## src/rtl/piso_unloader_n_pkg.sv

```systemverilog
// Shared definitions for the parallel-in/serial-out unloader: FSM state
// encodings and the bit-counter width helper.
package piso_unloader_n_pkg;

  typedef enum logic [1:0] {
    IDLE  = 2'd0,
    SHIFT = 2'd1,
    DONE  = 2'd2
  } state_t;

  // Counter width for an n-bit word; it holds at most n-1.
  function automatic int unsigned cnt_w(input int unsigned n);
    return (n < 2) ? 1 : $clog2(n);
  endfunction

endpackage

```

## src/rtl/piso_unloader_n_if.sv

```systemverilog
// Handshake/data bundle between a word source, the unloader and the
// serial sink.
interface piso_unloader_n_if #(
  parameter int unsigned n = 4
);
  logic [n-1:0] D;
  logic         load;
  logic         en;
  logic         ready;
  logic         sout;
  logic         sout_valid;
  logic         busy;
  logic         done;

  modport master (
    output D, load, en,
    input  ready, sout, sout_valid, busy, done
  );

  modport slave (
    input  D, load, en,
    output ready, sout, sout_valid, busy, done
  );
endinterface

```

## src/rtl/piso_unloader_n_bit_counter_n.sv

```systemverilog
// Loadable down-counter with enable and zero flag; saturates at zero
// rather than wrapping.
module bit_counter_n #(
  parameter int unsigned W = 2
) (
  input  logic         clk,
  input  logic         rst,
  input  logic         ld,
  input  logic [W-1:0] ld_val,
  input  logic         dec,
  output logic [W-1:0] cnt,
  output logic         zero
);

  always_ff @(posedge clk) begin
    if (rst) begin
      cnt <= '0;
    end else if (ld) begin
      cnt <= ld_val;
    end else if (dec && (cnt != '0)) begin
      cnt <= cnt - W'(1);
    end
  end

  assign zero = (cnt == '0);

endmodule

```

## src/rtl/piso_unloader_n.sv

```systemverilog
// Parallel-in/serial-out unloader: captures an n-bit word on load and
// emits it one bit per en tick, then pulses done for one cycle.
module piso_unloader_n
  import piso_unloader_n_pkg::*;
#(
  parameter int unsigned n         = 4,
  parameter bit          MSB_FIRST = 1'b1
) (
  input logic              clk,
  input logic              rst,
  piso_unloader_n_if.slave bus
);

  localparam int unsigned CNT_W = cnt_w(n);

  state_t           state;
  state_t           nstate;
  logic [n-1:0]     sr;
  logic [CNT_W-1:0] cnt;
  logic             cnt_zero;
  logic             sr_ld;
  logic             sr_sh;

  always_ff @(posedge clk) begin
    if (rst) begin
      state <= IDLE;
    end else begin
      state <= nstate;
    end
  end

  always_comb begin
    nstate = state;
    sr_ld  = 1'b0;
    sr_sh  = 1'b0;
    unique case (state)
      IDLE: begin
        if (bus.load) begin
          sr_ld  = 1'b1;
          nstate = SHIFT;
        end
      end
      SHIFT: begin
        if (bus.en) begin
          if (cnt_zero) begin
            nstate = DONE;
          end else begin
            sr_sh = 1'b1;
          end
        end
      end
      DONE: begin
        // back-to-back: a load here skips IDLE entirely
        if (bus.load) begin
          sr_ld  = 1'b1;
          nstate = SHIFT;
        end else begin
          nstate = IDLE;
        end
      end
      default: nstate = IDLE;
    endcase
  end

  always_ff @(posedge clk) begin
    if (rst) begin
      sr <= '0;
    end else if (sr_ld) begin
      sr <= bus.D;
    end else if (sr_sh) begin
      if (MSB_FIRST) begin
        sr <= {sr[n-2:0], 1'b0};
      end else begin
        sr <= {1'b0, sr[n-1:1]};
      end
    end
  end

  bit_counter_n #(
    .W (CNT_W)
  ) u_cnt (
    .clk    (clk),
    .rst    (rst),
    .ld     (sr_ld),
    .ld_val (CNT_W'(n - 1)),
    .dec    (sr_sh),
    .cnt    (cnt),
    .zero   (cnt_zero)
  );

  // Outputs decode only registered state, so load/D never reach them combinationally.
  always_comb begin
    bus.busy       = (state == SHIFT);
    bus.sout_valid = (state == SHIFT);
    bus.done       = (state == DONE);
    bus.ready      = (state == IDLE) || (state == DONE);
    bus.sout       = 1'b0;
    if (state == SHIFT) begin
      bus.sout = MSB_FIRST ? sr[n-1] : sr[0];
    end
  end

endmodule

```

## src/flat_wrapper.sv

```systemverilog
// flat-port wrapper written by rule: the top's interface ports become plain ports
module piso_unloader_n_flat import piso_unloader_n_pkg::*;
#(
  parameter int unsigned n         = 4,
  parameter bit          MSB_FIRST = 1'b1
)
  (clk, rst, bus_D, bus_load, bus_en, bus_ready, bus_sout, bus_sout_valid, bus_busy, bus_done);
  piso_unloader_n_if #(.n(n)) bus_i ();
  input logic clk;
  input logic rst;
  input wire logic [$bits(bus_i.D)-1:0] bus_D;
  input wire logic [$bits(bus_i.load)-1:0] bus_load;
  input wire logic [$bits(bus_i.en)-1:0] bus_en;
  output wire logic [$bits(bus_i.ready)-1:0] bus_ready;
  output wire logic [$bits(bus_i.sout)-1:0] bus_sout;
  output wire logic [$bits(bus_i.sout_valid)-1:0] bus_sout_valid;
  output wire logic [$bits(bus_i.busy)-1:0] bus_busy;
  output wire logic [$bits(bus_i.done)-1:0] bus_done;
  assign bus_i.D = bus_D;
  assign bus_i.load = bus_load;
  assign bus_i.en = bus_en;
  assign bus_ready = bus_i.ready;
  assign bus_sout = bus_i.sout;
  assign bus_sout_valid = bus_i.sout_valid;
  assign bus_busy = bus_i.busy;
  assign bus_done = bus_i.done;
  piso_unloader_n #(.n(n), .MSB_FIRST(MSB_FIRST)) u_core (.clk(clk), .rst(rst), .bus(bus_i));
endmodule
```

## config.mk

```make
export PLATFORM = sky130hd
export DESIGN_NAME = piso_unloader_n_flat
export DESIGN_NICKNAME = d
export VERILOG_FILES = /design/src/rtl/piso_unloader_n_pkg.sv /design/src/rtl/piso_unloader_n_if.sv /design/src/rtl/piso_unloader_n_bit_counter_n.sv /design/src/rtl/piso_unloader_n.sv /design/src/flat_wrapper.sv
export SDC_FILE = /design/constraint.sdc
export NUM_CORES = 1
export LEC_CHECK = 0
export BUFFER_PORTS_ARGS = -buffer_cell sky130_fd_sc_hd__clkbuf_2
export CAP_MARGIN = 15
export CORE_AREA = 2 2 39 41
export DETAILED_ROUTE_END_ITERATION = 16
export DIE_AREA = 0 0 41 43
export PLACE_DENSITY_LB_ADDON = 0.1
export SLEW_MARGIN = 20
export SYNTH_ARGS = -nofsm -noshare
export SYNTH_HDL_FRONTEND = slang
export SYNTH_SLANG_ARGS = --single-unit
```

## constraint.sdc

```tcl
create_clock -name clk -period 3.2 [get_ports clk]
set_clock_uncertainty 0.1 [all_clocks]
set_input_delay 0.32 -clock clk [delete_from_list [all_inputs] [get_ports clk]]
set_output_delay 0.32 -clock clk [all_outputs]
set_load 0.02 [all_outputs]
```

==> results of run 1 <==
-- worst max-delay path by stage --
stage               slack [ps]                                to  depth (start not counted)                        startpoint
finish                    1520                          bus_sout                          3      u_core.state[0]$_SDFFE_PP0P_
global route              1440                          bus_sout                          3      u_core.state[0]$_SDFFE_PP0P_
CTS                       1500                          bus_sout                          3      u_core.state[0]$_SDFFE_PP0P_
detailed placement        1590  u_core.u_cnt.cnt[1]$_SDFFE_PP0P_                          5  u_core.u_cnt.cnt[0]$_SDFFE_PP0P_
global placement          1610         u_core.sr[3]$_SDFFE_PP0P_                          5  u_core.u_cnt.cnt[0]$_SDFFE_PP0P_
floorplan                 1660                          bus_sout                          2      u_core.state[0]$_SDFFE_PP0P_
-- per-stage QoR --
stage | instances | utilization [%] | power (W) | hold WS [ps]
5_1_grt | 72 | 35.3 | 0.000259 | 228
3_3_place_gp | 69 | 33.6 | 0.000167 | 361
6_report | 72 | 35.3 | 0.000243 | 186
3_5_place_dp | 69 | 33.6 | 0.000166 | 368
4_1_cts | 72 | 35.3 | 0.000245 | 182
2_1_floorplan | 45 | - | 0.000155 | 344
-- layout make-up --
type	count	area [sq um]	share of cell area (%)
clock buffers	3	22.5	4.62
inverters	3	11.3	2.31
multi-input cells	30	214	43.8
flip-flops and latches	8	160	32.8
well taps	16	20.0	4.10
repair buffers	12	60.1	12.3
-- state kept, by name, indices dropped and copies added, names as in the netlist --
signal            count
u_core.sr             4
u_core.u_cnt.cnt      2
u_core.state          2
-- critical path, cell delays in order, from the launching register on --
cell,delay (ps)
sky130_fd_sc_hd__dfxtp_1,420
sky130_fd_sc_hd__nor2b_1,270
sky130_fd_sc_hd__and2_1,160
sky130_fd_sc_hd__clkbuf_2,160
-- layer usage --
layer / wire [microns] / global-route usage, % / share of wire (%) / up-vias
met3: 50 / 7.85 / 6.5 / 2
met5: 0 / 0 / 0 / -
met1: 363 / 14.9 / 47 / 155
li1: - / - / - / 177
met2: 343 / 14.7 / 45 / 9
met4: 12 / 6.00 / 1.6 / 0
-- synthesized netlist by cell type --
cell,number
sky130_fd_sc_hd__dfxtp_1,8
sky130_fd_sc_hd__nor2_1,5
sky130_fd_sc_hd__a21oi_1,3
sky130_fd_sc_hd__inv_1,3
sky130_fd_sc_hd__a211oi_2,2
sky130_fd_sc_hd__buf_4,2
sky130_fd_sc_hd__nand2_1,2
sky130_fd_sc_hd__nand3_1,2
sky130_fd_sc_hd__nor2b_1,2
sky130_fd_sc_hd__nor3_1,2
sky130_fd_sc_hd__nor3_2,2
sky130_fd_sc_hd__nor4_2,2
sky130_fd_sc_hd__a22oi_1,1
sky130_fd_sc_hd__and2_1,1
sky130_fd_sc_hd__and2b_1,1
sky130_fd_sc_hd__and4bb_1,1
sky130_fd_sc_hd__buf_2,1
sky130_fd_sc_hd__clkbuf_1,1
sky130_fd_sc_hd__ha_1,1
sky130_fd_sc_hd__nand2b_1,1
sky130_fd_sc_hd__nand4bb_1,1
sky130_fd_sc_hd__nor4_1,1
-- cell families (layout without fill, tap and decap cells) --
group           after synthesis  after routing
simple gates                 23             23
flops                         8              8
buf+inv                       7             18
compound gates                6              6
fa+ha+maj                     1              1
-- power groups by stage --
stage	clock, W	combinational, W	sequential (W)
finish	0.0000793	0.0000491	0.000114
global route	0.0000879	0.0000556	0.000115
CTS	0.0000810	0.0000502	0.000114
detailed placement	0	0.0000499	0.000116
global placement	0	0.0000502	0.000117
floorplan	0	0.0000400	0.000115
-- layout by cell type, fill, tap and decap left out --
master,count
sky130_fd_sc_hd__a211oi_2,2
sky130_fd_sc_hd__ha_1,1
sky130_fd_sc_hd__inv_1,3
sky130_fd_sc_hd__nand2_1,2
sky130_fd_sc_hd__nor3_2,2
sky130_fd_sc_hd__and2_1,1
sky130_fd_sc_hd__nor4_1,1
sky130_fd_sc_hd__and4bb_1,1
sky130_fd_sc_hd__nor3_1,2
sky130_fd_sc_hd__a22oi_1,1
sky130_fd_sc_hd__clkbuf_4,3
sky130_fd_sc_hd__nand3_1,2
sky130_fd_sc_hd__nand2b_1,1
sky130_fd_sc_hd__nand4bb_1,1
sky130_fd_sc_hd__nor4_2,2
sky130_fd_sc_hd__nor2_1,5
sky130_fd_sc_hd__clkbuf_2,12
sky130_fd_sc_hd__and2b_1,1
sky130_fd_sc_hd__dfxtp_1,8
sky130_fd_sc_hd__nor2b_1,2
sky130_fd_sc_hd__a21oi_1,3
==> qor.log, run 1 <==
qor: status.run_status completed
qor: job.drv.max_cap_violation_count 0
qor: synthesis.synth_xor_xnor_area_share 0%
qor: synthesis.synth_cells 45
qor: timing.final.min_clock_period 1680 ps
qor: worst_setup_path.critical_path.reg2reg.startpoint u_core.u_cnt.cnt[0]$_SDFFE_PP0P_
qor: synthesis.flip_flop_and_latch_count_after_synthesis 8
qor: worst_setup_path.r2r.worst_path.cells 5
qor: floorplan.boundaryPins 13
qor: worst_setup_path.reg2reg_slack 1590 ps
qor: power.ir_drop 0.000201 V
qor: global_routing.globalRoute.totalOverflow 0
qor: synthesis.synth.avg_cell_area 9.09 sq um
qor: clocking.cts.root.buffer_cell sky130_fd_sc_hd__clkbuf_4
qor: clocking.cts_inserted_buffers 3
qor: floorplan.fp.dieW 41 microns
qor: finish.area_growth 19.3%
qor: min_path.worstHoldEndpoint u_core.sr[0]$_SDFFE_PP0P_
qor: synthesis.synthesis.area 409 sq um
qor: power.clock_power_share 32.7%
qor: synthesis.yosys-mux-area-fraction 0%
qor: synthesis.synth-compound-area-share 11.6%
qor: timing.finalSetupViolations 0
qor: power.total_leakage_power 0.216 nW
qor: worst_setup_path.crit_path_start_kind flip-flop
qor: min_path.hold_path_depth 3
qor: drt.wl 769 microns
qor: clocking.cts_htree_levels 1
qor: clocking.post_cts_buffers 0
qor: synthesis.ys.warnings.count 0
qor: drt.drc_errors 0
qor: power.p_switching 0.0000698 W
qor: global_routing.grt_pass1_wl 1330 microns
qor: clocking.clock_sinks 8
qor: drt.drt_pre_antenna_iters 2
qor: drt.wire_per_inst 10.7 microns
qor: worst_setup_path.worst-path-max-fanout 7
qor: power.comb_power_share 20.2%
qor: floorplan.die_h 43 microns
qor: worst_setup_path.worstPathRequired 2780 ps
qor: worst_setup_path.critPathArrivalTime 1260 ps
qor: timing.final_min_period_over_clock_period 52.4%
qor: worst_setup_path.timing_worst_setup_path_type reg -> out
qor: global_routing.pin_count_of_the_biggest_net_entering_global_routing 9
qor: power.sw_frac_of_total 28.8%
qor: floorplan.start_util 29.6%
qor: clocking.cts.hold.buffers_added 0
qor: timing.fin_setup_tns 0 ps
qor: placed_design.place.port_buffers 12
qor: worst_setup_path.critPathCaptureType output pin
qor: finish.final_layout_size_suffix_gt1_share 37.5%
qor: power.power_density 497 nW/um^2
qor: timing.max_freq 597 MHz
qor: placed_design.dp_slack 1590 ps
qor: global_routing.grt.total_usage 11.8%
qor: synthesis.synth_top_family_by_area simple AND/OR/NAND/NOR gates
qor: timing.final.setup.worst_slack 1520 ps
qor: clocking.cts_clk_pin_slew_worst_paths 60 ps
qor: clocking.cts_tree done
qor: finish.final_nets 67
qor: timing.timing_max_transition_violations_final 0
qor: clocking.clock_latency 260 ps
qor: drt.drt_iter0_drc 1
qor: finish.num-fill-cells 145
qor: worst_setup_path.r2r-end u_core.u_cnt.cnt[1]$_SDFFE_PP0P_
qor: timing.slew_headroom 63.5%
qor: synthesis.largest_area_contributor_in_the_netlist sky130_fd_sc_hd__dfxtp_1
qor: power.p_int 0.000173 W
qor: min_path.timing.hold.worst.class in -> reg
qor: timing.setup_repair_after_global_routing_missed_its_margin false
qor: drt.avgViaCountPerCell 4.76
qor: global_routing.grt_antenna_before_repair 0
qor: power.seqPwrFrac 47.1%
qor: floorplan.std_cell_rows 14
qor: synthesis.synth-adder-area-share 3.06%
qor: min_path.hold_start bus_D[0]
qor: synthesis.yosysSeqAreaShare 39.1%
qor: timing.report.final.hold_viol_count 0
qor: clocking.post_cts_resize_count 0
qor: synthesis.synth_simple_gate_area_share 37.6%
qor: floorplan.die_area 1760 sq um
qor: drt.drt.antenna.violating_nets 0
qor: drt.via_count 343
qor: synthesis.ys_top_cells_by_area sky130_fd_sc_hd__dfxtp_1 39%, sky130_fd_sc_hd__a211oi_2 6.1%, sky130_fd_sc_hd__nor4_2 6.1%
qor: placed_design.place_congestion 0.646
qor: placed_design.dpl.hpwl 569 microns
qor: floorplan.core-area 1380 sq um
qor: global_routing.grt_pass1_vias 308
qor: clocking.clk_path_buf_depth 2
qor: finish.number_of_diodes 0
qor: synthesis.yosys.area.top_type_share 39.1%
qor: synthesis.synth_cell_type_count 22
qor: synthesis.synth.net_count 54
qor: placed_design.post_dp_cell_area 465 sq um
qor: finish.layout.cell_area.non_filler 488 sq um
qor: timing.slew_at_the_pin_closest_to_its_max_slew_limit 546 ps
Note: power is estimated with default switching activity, not from simulation.
==> run 2, diff against run 1 <==
==> constraint.sdc (replaced) <==
create_clock -name clk -period 1.51 [get_ports clk]
set_clock_uncertainty 0.1 [all_clocks]
set_input_delay 0.151 -clock clk [delete_from_list [all_inputs] [get_ports clk]]
set_output_delay 0.151 -clock clk [all_outputs]
set_load 0.02 [all_outputs]
==> qor.log, run 2 (synthesis results as in run 1) <==
qor: status.run_status completed
qor: drt.drc_errors 0
qor: power.p_int 0.000376 W
qor: finish.layout_common_cells 12 x sky130_fd_sc_hd__clkbuf_2, 7 x sky130_fd_sc_hd__dfxtp_1, 5 x sky130_fd_sc_hd__nor2_1
qor: worst_setup_path.r2r-end u_core.sr[2]$_SDFFE_PP0P_
qor: timing.timing_max_transition_violations_final 0
qor: drt.avgViaCountPerCell 4.72
qor: global_routing.grt_antenna_before_repair 0
qor: placed_design.place_congestion 0.645
qor: finish.number_of_diodes 0
qor: finish.area_growth 26.6%
qor: power.power_density 1010 nW/um^2
qor: min_path.hold_path_depth 3
qor: clocking.cts_clk_pin_slew_worst_paths 60 ps
qor: drt.drt_pre_antenna_iters 3
qor: finish.most_common_cell_after_layout_fill_and_taps_aside sky130_fd_sc_hd__clkbuf_2
qor: finish.layout.cell_area.non_filler 518 sq um
qor: placed_design.post_dp_cell_area 488 sq um
qor: floorplan.fp.dieW 41 microns
qor: worst_setup_path.critical_path.reg2reg.startpoint u_core.u_cnt.cnt[0]$_SDFFE_PP0P_
qor: drt.wl_met1 351 microns
qor: timing.slew_headroom 85.8%
qor: worst_setup_path.worstSetupPathDepth 5
qor: power.total_leakage_power 0.229 nW
qor: timing.report.final.hold_viol_count 0
qor: worst_setup_path.slowest_stage sky130_fd_sc_hd__and4bb_4
qor: floorplan.start_util 29.6%
qor: global_routing.grt.total_usage 12.7%
qor: floorplan.boundaryPins 13
qor: drt.wl_met3 52 microns
qor: timing.hold-worst-slack 23.1 ps
qor: timing.final_min_period_over_clock_period 93.0%
qor: worst_setup_path.crit_end u_core.sr[2]$_SDFFE_PP0P_
qor: placed_design.place.port_buffers 12
qor: clocking.cts_inserted_buffers 3
qor: power.p_switching 0.000146 W
qor: global_routing.pin_count_of_the_biggest_net_entering_global_routing 9
qor: clocking.cts_htree_levels 1
qor: global_routing.grt_pass1_vias 336
qor: drt.via_count 354
qor: worst_setup_path.crit_path_start_kind flip-flop
qor: finish.layout_top_registers u_core.sr: 4 flops, u_core.state: 2 flops, u_core.u_cnt.cnt: 2 flops
qor: min_path.timing.hold.worst.class in -> reg
qor: power.comb_power_share 22.4%
qor: global_routing.globalRoute.totalOverflow 0
qor: finish.max_flop_register u_core.sr
qor: finish.largest_reg_flops 4
qor: worst_setup_path.worstPathRequired 1570 ps
qor: worst_setup_path.worst-path-max-fanout 6
qor: clocking.post_cts_buffers 0
qor: floorplan.die_h 43 microns
qor: power.ir_drop 0.000532 V
qor: clocking.cts.hold.buffers_added 0
qor: drt.drt_iter0_drc 7
qor: timing.final.min_clock_period 1400 ps
qor: worst_setup_path.timing.critical_path.from u_core.u_cnt.cnt[0]$_SDFFE_PP0P_
qor: worst_setup_path.path_buf_inv 1
qor: clocking.cts.root.buffer_cell sky130_fd_sc_hd__clkbuf_4
qor: drt.drt.antenna.violating_nets 0
qor: floorplan.die_area 1760 sq um
qor: worst_setup_path.critPathArrivalTime 1460 ps
qor: worst_setup_path.crit_path_max_incr_delay 370 ps
qor: drt.dr.max_layer_used met3
qor: timing.setup_repair_after_global_routing_missed_its_margin false
qor: timing.max_freq 712 MHz
qor: power.seqPwrFrac 46.5%
qor: clocking.clk_path_buf_depth 2
qor: worst_setup_path.critical_path.top_delay_family simple AND/OR/NAND/NOR gates
qor: global_routing.grt_pass1_wl 1420 microns
qor: drt.dr_wl_met2 407 microns
qor: floorplan.core-area 1380 sq um
qor: job.drv.max_cap_violation_count 0
qor: finish.postLayoutCoreUtil 37.4%
qor: timing.fin_setup_tns 0 ps
qor: worst_setup_path.timing_worst_setup_path_type reg -> reg
qor: clocking.clock_sinks 8
qor: power.clock_power_share 31.1%
qor: clocking.clock_latency 250 ps
qor: worst_setup_path.critPathCaptureType flip-flop
qor: worst_setup_path.r2r.worst_path.cells 5
qor: timing.finalSetupViolations 0
qor: floorplan.std_cell_rows 14
qor: finish.num-fill-cells 159
qor: timing.slew_at_the_pin_closest_to_its_max_slew_limit 210 ps
qor: worst_setup_path.reg2reg_slack 110 ps
qor: finish.final_nets 70
qor: finish.final_layout_size_suffix_gt1_share 45.8%
qor: power.sw_frac_of_total 28.0%
qor: worst_setup_path.critical_path.cell_chain inv_1 -> ha_1 -> and4bb_4 -> nor3_2 -> nor4_2
qor: placed_design.dpl.hpwl 632 microns
qor: clocking.cts_tree done
qor: drt.wire_per_inst 10.8 microns
qor: drt.wl 811 microns
==> run 2: layout make-up <==
cell class	instances	area, sq um	share of cell area, %
inverters	3	11.3	2.17
flip-flops and latches	8	161	31.2
clock buffers	3	22.5	4.35
well taps	16	20.0	3.86
multi-input cells	30	220	42.5
repair buffers	15	82.6	15.9
==> run 2: power groups by stage <==
stage | Clock [W] | Combinational (W) | Sequential [W]
4_1_cts | 0.000174 | 0.000117 | 0.000242
6_report | 0.000162 | 0.000117 | 0.000243
2_1_floorplan | 0 | 0.0000847 | 0.000244
5_1_grt | 0.000192 | 0.000131 | 0.000245
3_3_place_gp | 0 | 0.000117 | 0.000246
3_5_place_dp | 0 | 0.000116 | 0.000247
==> run 2: per-stage QoR <==
stage	total power, W	setup WS (ps)	std cells
after global routing	0.000568	0.0964	75
after global placement	0.000363	41.9	72
after CTS	0.000534	4.80	75
after floorplan	0.000328	123	45
final	0.000522	106	75
after detailed placement	0.000363	36.3	72
==> run 2: layer usage <==
metal,GRT usage (%),vias to the layer above
met5,0,-
met4,4.00,0
met3,9.42,0
met2,17.2,7
met1,15.2,163
li1,-,184
==> run 2: tightest hold or removal path, cell delays in order <==
cell,delay [ps]
sky130_fd_sc_hd__clkbuf_2,80
sky130_fd_sc_hd__nand2_1,40
sky130_fd_sc_hd__a21oi_1,50
==> run 2: repair_timing <==
item | in CTS | in global routing
setup endpoints to repair | 1 | 6
gates resized for setup | 1 | 3
pin swaps | 0 | 1
==> run 2: how the worst min path moves through the flow <==
stage | slack, ps | start | end
2_1_floorplan | 190 | bus_D[0] | u_core.sr[0]$_SDFFE_PP0P_
3_3_place_gp | 270 | bus_D[0] | u_core.sr[0]$_SDFFE_PP0P_
3_5_place_dp | 280 | bus_D[0] | u_core.sr[0]$_SDFFE_PP0P_
4_1_cts | 10 | bus_D[0] | u_core.sr[0]$_SDFFE_PP0P_
5_1_grt | 30 | bus_D[0] | u_core.sr[0]$_SDFFE_PP0P_
6_report | 20 | bus_D[0] | u_core.sr[0]$_SDFFE_PP0P_
==> run 3, diff against run 2 <==
--- a/config.mk
+++ b/config.mk
@@ -5,6 +5,7 @@
 export SDC_FILE = /design/constraint.sdc
 export NUM_CORES = 1
 export LEC_CHECK = 0
+export ABC_AREA = 1
 export BUFFER_PORTS_ARGS = -buffer_cell sky130_fd_sc_hd__clkbuf_2
 export CAP_MARGIN = 15
 export CORE_AREA = 2 2 39 41
==> qor.log, run 3 <==
qor: finish.largest_reg_flops 4
qor: clocking.cts.root.buffer_cell sky130_fd_sc_hd__clkbuf_4
qor: timing.fin_setup_tns 0 ps
qor: drt.via_count 403
qor: global_routing.grt_pass1_vias 341
qor: power.seqPwrFrac 45.3%
qor: global_routing.grt_pass1_wl 1270 microns
qor: timing.timing_max_transition_violations_final 0
qor: clocking.cts.hold.buffers_added 0
qor: synthesis.yosysSeqAreaShare 37.1%
qor: synthesis.synth_cell_type_count 14
qor: global_routing.globalRoute.totalOverflow 0
qor: worst_setup_path.critPathCaptureType output pin
qor: power.total_leakage_power 0.285 nW
qor: worst_setup_path.worstPathRequired 1260 ps
qor: finish.num-fill-cells 153
qor: power.design_power_total 0.000520 W
qor: finish.layout_common_cells 14 x sky130_fd_sc_hd__nand2_1, 12 x sky130_fd_sc_hd__clkbuf_2, 9 x sky130_fd_sc_hd__inv_1
qor: drt.drt_iter0_drc 10
qor: synthesis.top_cell_types_by_occurrence_after_synthesis 14 x sky130_fd_sc_hd__nand2_1, 9 x sky130_fd_sc_hd__inv_1, 8 x sky130_fd_sc_hd__dfxtp_1, 8 x sky130_fd_sc_hd__nand3_1, 7 x sky130_fd_sc_hd__nor2_1
qor: floorplan.boundaryPins 13
qor: clocking.cts_inserted_buffers 3
qor: clocking.cts_clk_pin_slew_worst_paths 50 ps
qor: timing.slew_at_the_pin_closest_to_its_max_slew_limit 209 ps
qor: placed_design.dpl.hpwl 664 microns
qor: global_routing.pin_count_of_the_biggest_net_entering_global_routing 8
qor: clocking.clock_sinks 8
qor: floorplan.die_area 1760 sq um
qor: global_routing.grt_antenna_before_repair 0
qor: synthesis.synth.avg_cell_area 7.19 sq um
qor: synthesis.flip_flop_and_latch_count_after_synthesis 8
qor: placed_design.place.port_buffers 12
qor: placed_design.place_congestion 0.702
qor: timing.final_min_period_over_clock_period 92.8%
qor: synthesis.ys.warnings.count 0
qor: synthesis.synthesis.area 432 sq um
qor: worst_setup_path.slowest_stage sky130_fd_sc_hd__dfxtp_1
qor: finish.number_of_diodes 0
qor: drt.drc_errors 0
qor: worst_setup_path.critPathArrivalTime 1150 ps
qor: synthesis.yosys.area.top_type_share 37.1%
qor: status.run_status completed
qor: worst_setup_path.critical_path.top_delay_family flip-flops
qor: drt.drt_pre_antenna_iters 4
qor: finish.max_flop_register u_core.sr
qor: floorplan.core-area 1380 sq um
qor: synthesis.ys_top_cells_by_area sky130_fd_sc_hd__dfxtp_1 37%, sky130_fd_sc_hd__nand2_1 12%, sky130_fd_sc_hd__nand3_1 9.3%
qor: finish.multiInputGateArea 226 sq um
qor: min_path.timing.hold.worst.class in -> reg
qor: finish.area_growth 25.5%
qor: synthesis.synth_cells 60
qor: synthesis.cell_with_the_most_instances_after_synthesis sky130_fd_sc_hd__nand2_1
qor: clocking.cts_tree done
qor: power.clock_power_share 31.0%
qor: job.drv.max_cap_violation_count 0
qor: worst_setup_path.path_buf_inv 3
qor: finish.final_layout_size_suffix_gt1_share 30.3%
qor: synthesis.synth_flop_cell sky130_fd_sc_hd__dfxtp_1
qor: timing.finalSetupViolations 0
qor: drt.drt.antenna.violating_nets 0
qor: timing.final.min_clock_period 1400 ps
qor: clocking.clock_latency 250 ps
qor: timing.slew_headroom 86.0%
qor: floorplan.die_h 43 microns
qor: drt.wire_per_inst 8.75 microns
qor: power.p_switching 0.000153 W
qor: power.sw_frac_of_total 29.4%
qor: power.comb_power_share 23.7%
qor: timing.setup_repair_after_global_routing_missed_its_margin false
qor: worst_setup_path.timing_worst_setup_path_type reg -> out
qor: worst_setup_path.critical_path.cell_chain inv_2 -> nor2_8 -> inv_1 -> nor2_1 -> clkbuf_2
qor: synthesis.synth-edff-count 0
qor: timing.report.final.hold_viol_count 0
qor: synthesis.synth.net_count 69
qor: power.ir_drop 0.000319 V
qor: power.power_density 959 nW/um^2
qor: synthesis.largest_area_contributor_in_the_netlist sky130_fd_sc_hd__dfxtp_1
qor: finish.most_common_cell_after_layout_fill_and_taps_aside sky130_fd_sc_hd__nand2_1
qor: synthesis.postSynth.asyncResetShare 0%
qor: worst_setup_path.crit_path_max_incr_delay 360 ps
qor: finish.final_nets 87
qor: floorplan.start_util 31.2%
qor: finish.layout_top_registers u_core.sr: 4 flops, u_core.state: 2 flops, u_core.u_cnt.cnt: 2 flops
qor: floorplan.std_cell_rows 14
qor: worst_setup_path.crit_path_start_kind flip-flop
qor: worst_setup_path.worst-path-max-fanout 5
qor: floorplan.fp.dieW 41 microns
qor: clocking.clk_path_buf_depth 2
qor: drt.wl 805 microns
qor: finish.sequential_cell_area 160 sq um
qor: timing.max_freq 714 MHz
qor: global_routing.grt.total_usage 11.1%
qor: power.p_int 0.000367 W
qor: drt.avgViaCountPerCell 4.38
qor: clocking.cts_htree_levels 1
-- run 3: area by class of cell --
class	count	area share [%]
multi-input cells	41	41.8
well taps	16	3.70
flip-flops and latches	8	29.6
repair buffers	14	13.9
inverters	10	6.93
clock buffers	3	4.16
-- run 3: worst paths after layout --
check | from | to | slack [ps] | cells after the start
setup reg to reg | u_core.u_cnt.cnt[0]$_SDFFE_PP0P_ | u_core.u_cnt.cnt[0]$_SDFFE_PP0P_ | 230 | 6
hold / removal | rst | u_core.state[0]$_SDFFE_PP0P_ | 30 | 2
setup / recovery | u_core.state[0]$_SDFFE_PP0P_ | bus_sout | 110 | 5
hold reg to reg | u_core.u_cnt.cnt[1]$_SDFFE_PP0P_ | u_core.u_cnt.cnt[1]$_SDFFE_PP0P_ | 370 | 2
-- run 3: cell families after synthesis --
kind of cell / after synthesis / synth area share, %
buffers and inverters: 11 / 10.4
DFF: 8 / 37.1
AOI/OAI and AO/OA: 5 / 5.80
and+or+nand+nor: 35 / 43.8
adders and majority gates: 1 / 2.90
-- run 3: repair_timing --
| action | in CTS | in global routing |
|---|---|---|
| setup endpoints to repair | 0 | 1 |
| resized for setup | 0 | 0 |
| hold endpoints to repair | 0 | 0 |
| setup buffers | 0 | 2 |
-- run 3: worst reg2reg max path: cells and delay by family (launching register included) --
kind / cells / cell delay (ps)
AND/OR/NAND/NOR: 3 / 310
flip-flops: 1 / 320
buffers and inverters: 1 / 50
adder cells (fa/ha/maj): 1 / 230
AO/OA/AOI/OAI: 1 / 160
-- run 3: through the flow --
stage               util (%)  cell area [sq um]  setup WS [ps]  hold slack, ps  std cells
finish                  39.2                542            109            27.0         92
global route            39.2                542           35.2            27.7         92
CTS                     38.1                527           50.1            21.0         90
detailed placement      36.4                504            238             289         87
global placement        36.4                504            247             277         87
floorplan                  -                432            256             120         60
-- run 3: power by group through the flow --
stage,Clock [W],Sequential (W),Combinational [W]
floorplan,0,0.000238,0.0000876
global placement,0,0.000240,0.000116
detailed placement,0,0.000240,0.000116
CTS,0.000173,0.000236,0.000117
global route,0.000188,0.000237,0.000138
finish,0.000161,0.000236,0.000123
-- run 3: layer usage --
layer	wire (microns)	GRT usage [%]	share of wire, %	vias up
li1	-	-	-	221
met1	371	12.7	46	167
met2	370	15.3	46	13
met3	53	3.66	6.6	2
met4	10	10.0	1.2	0
met5	0	0	0	-
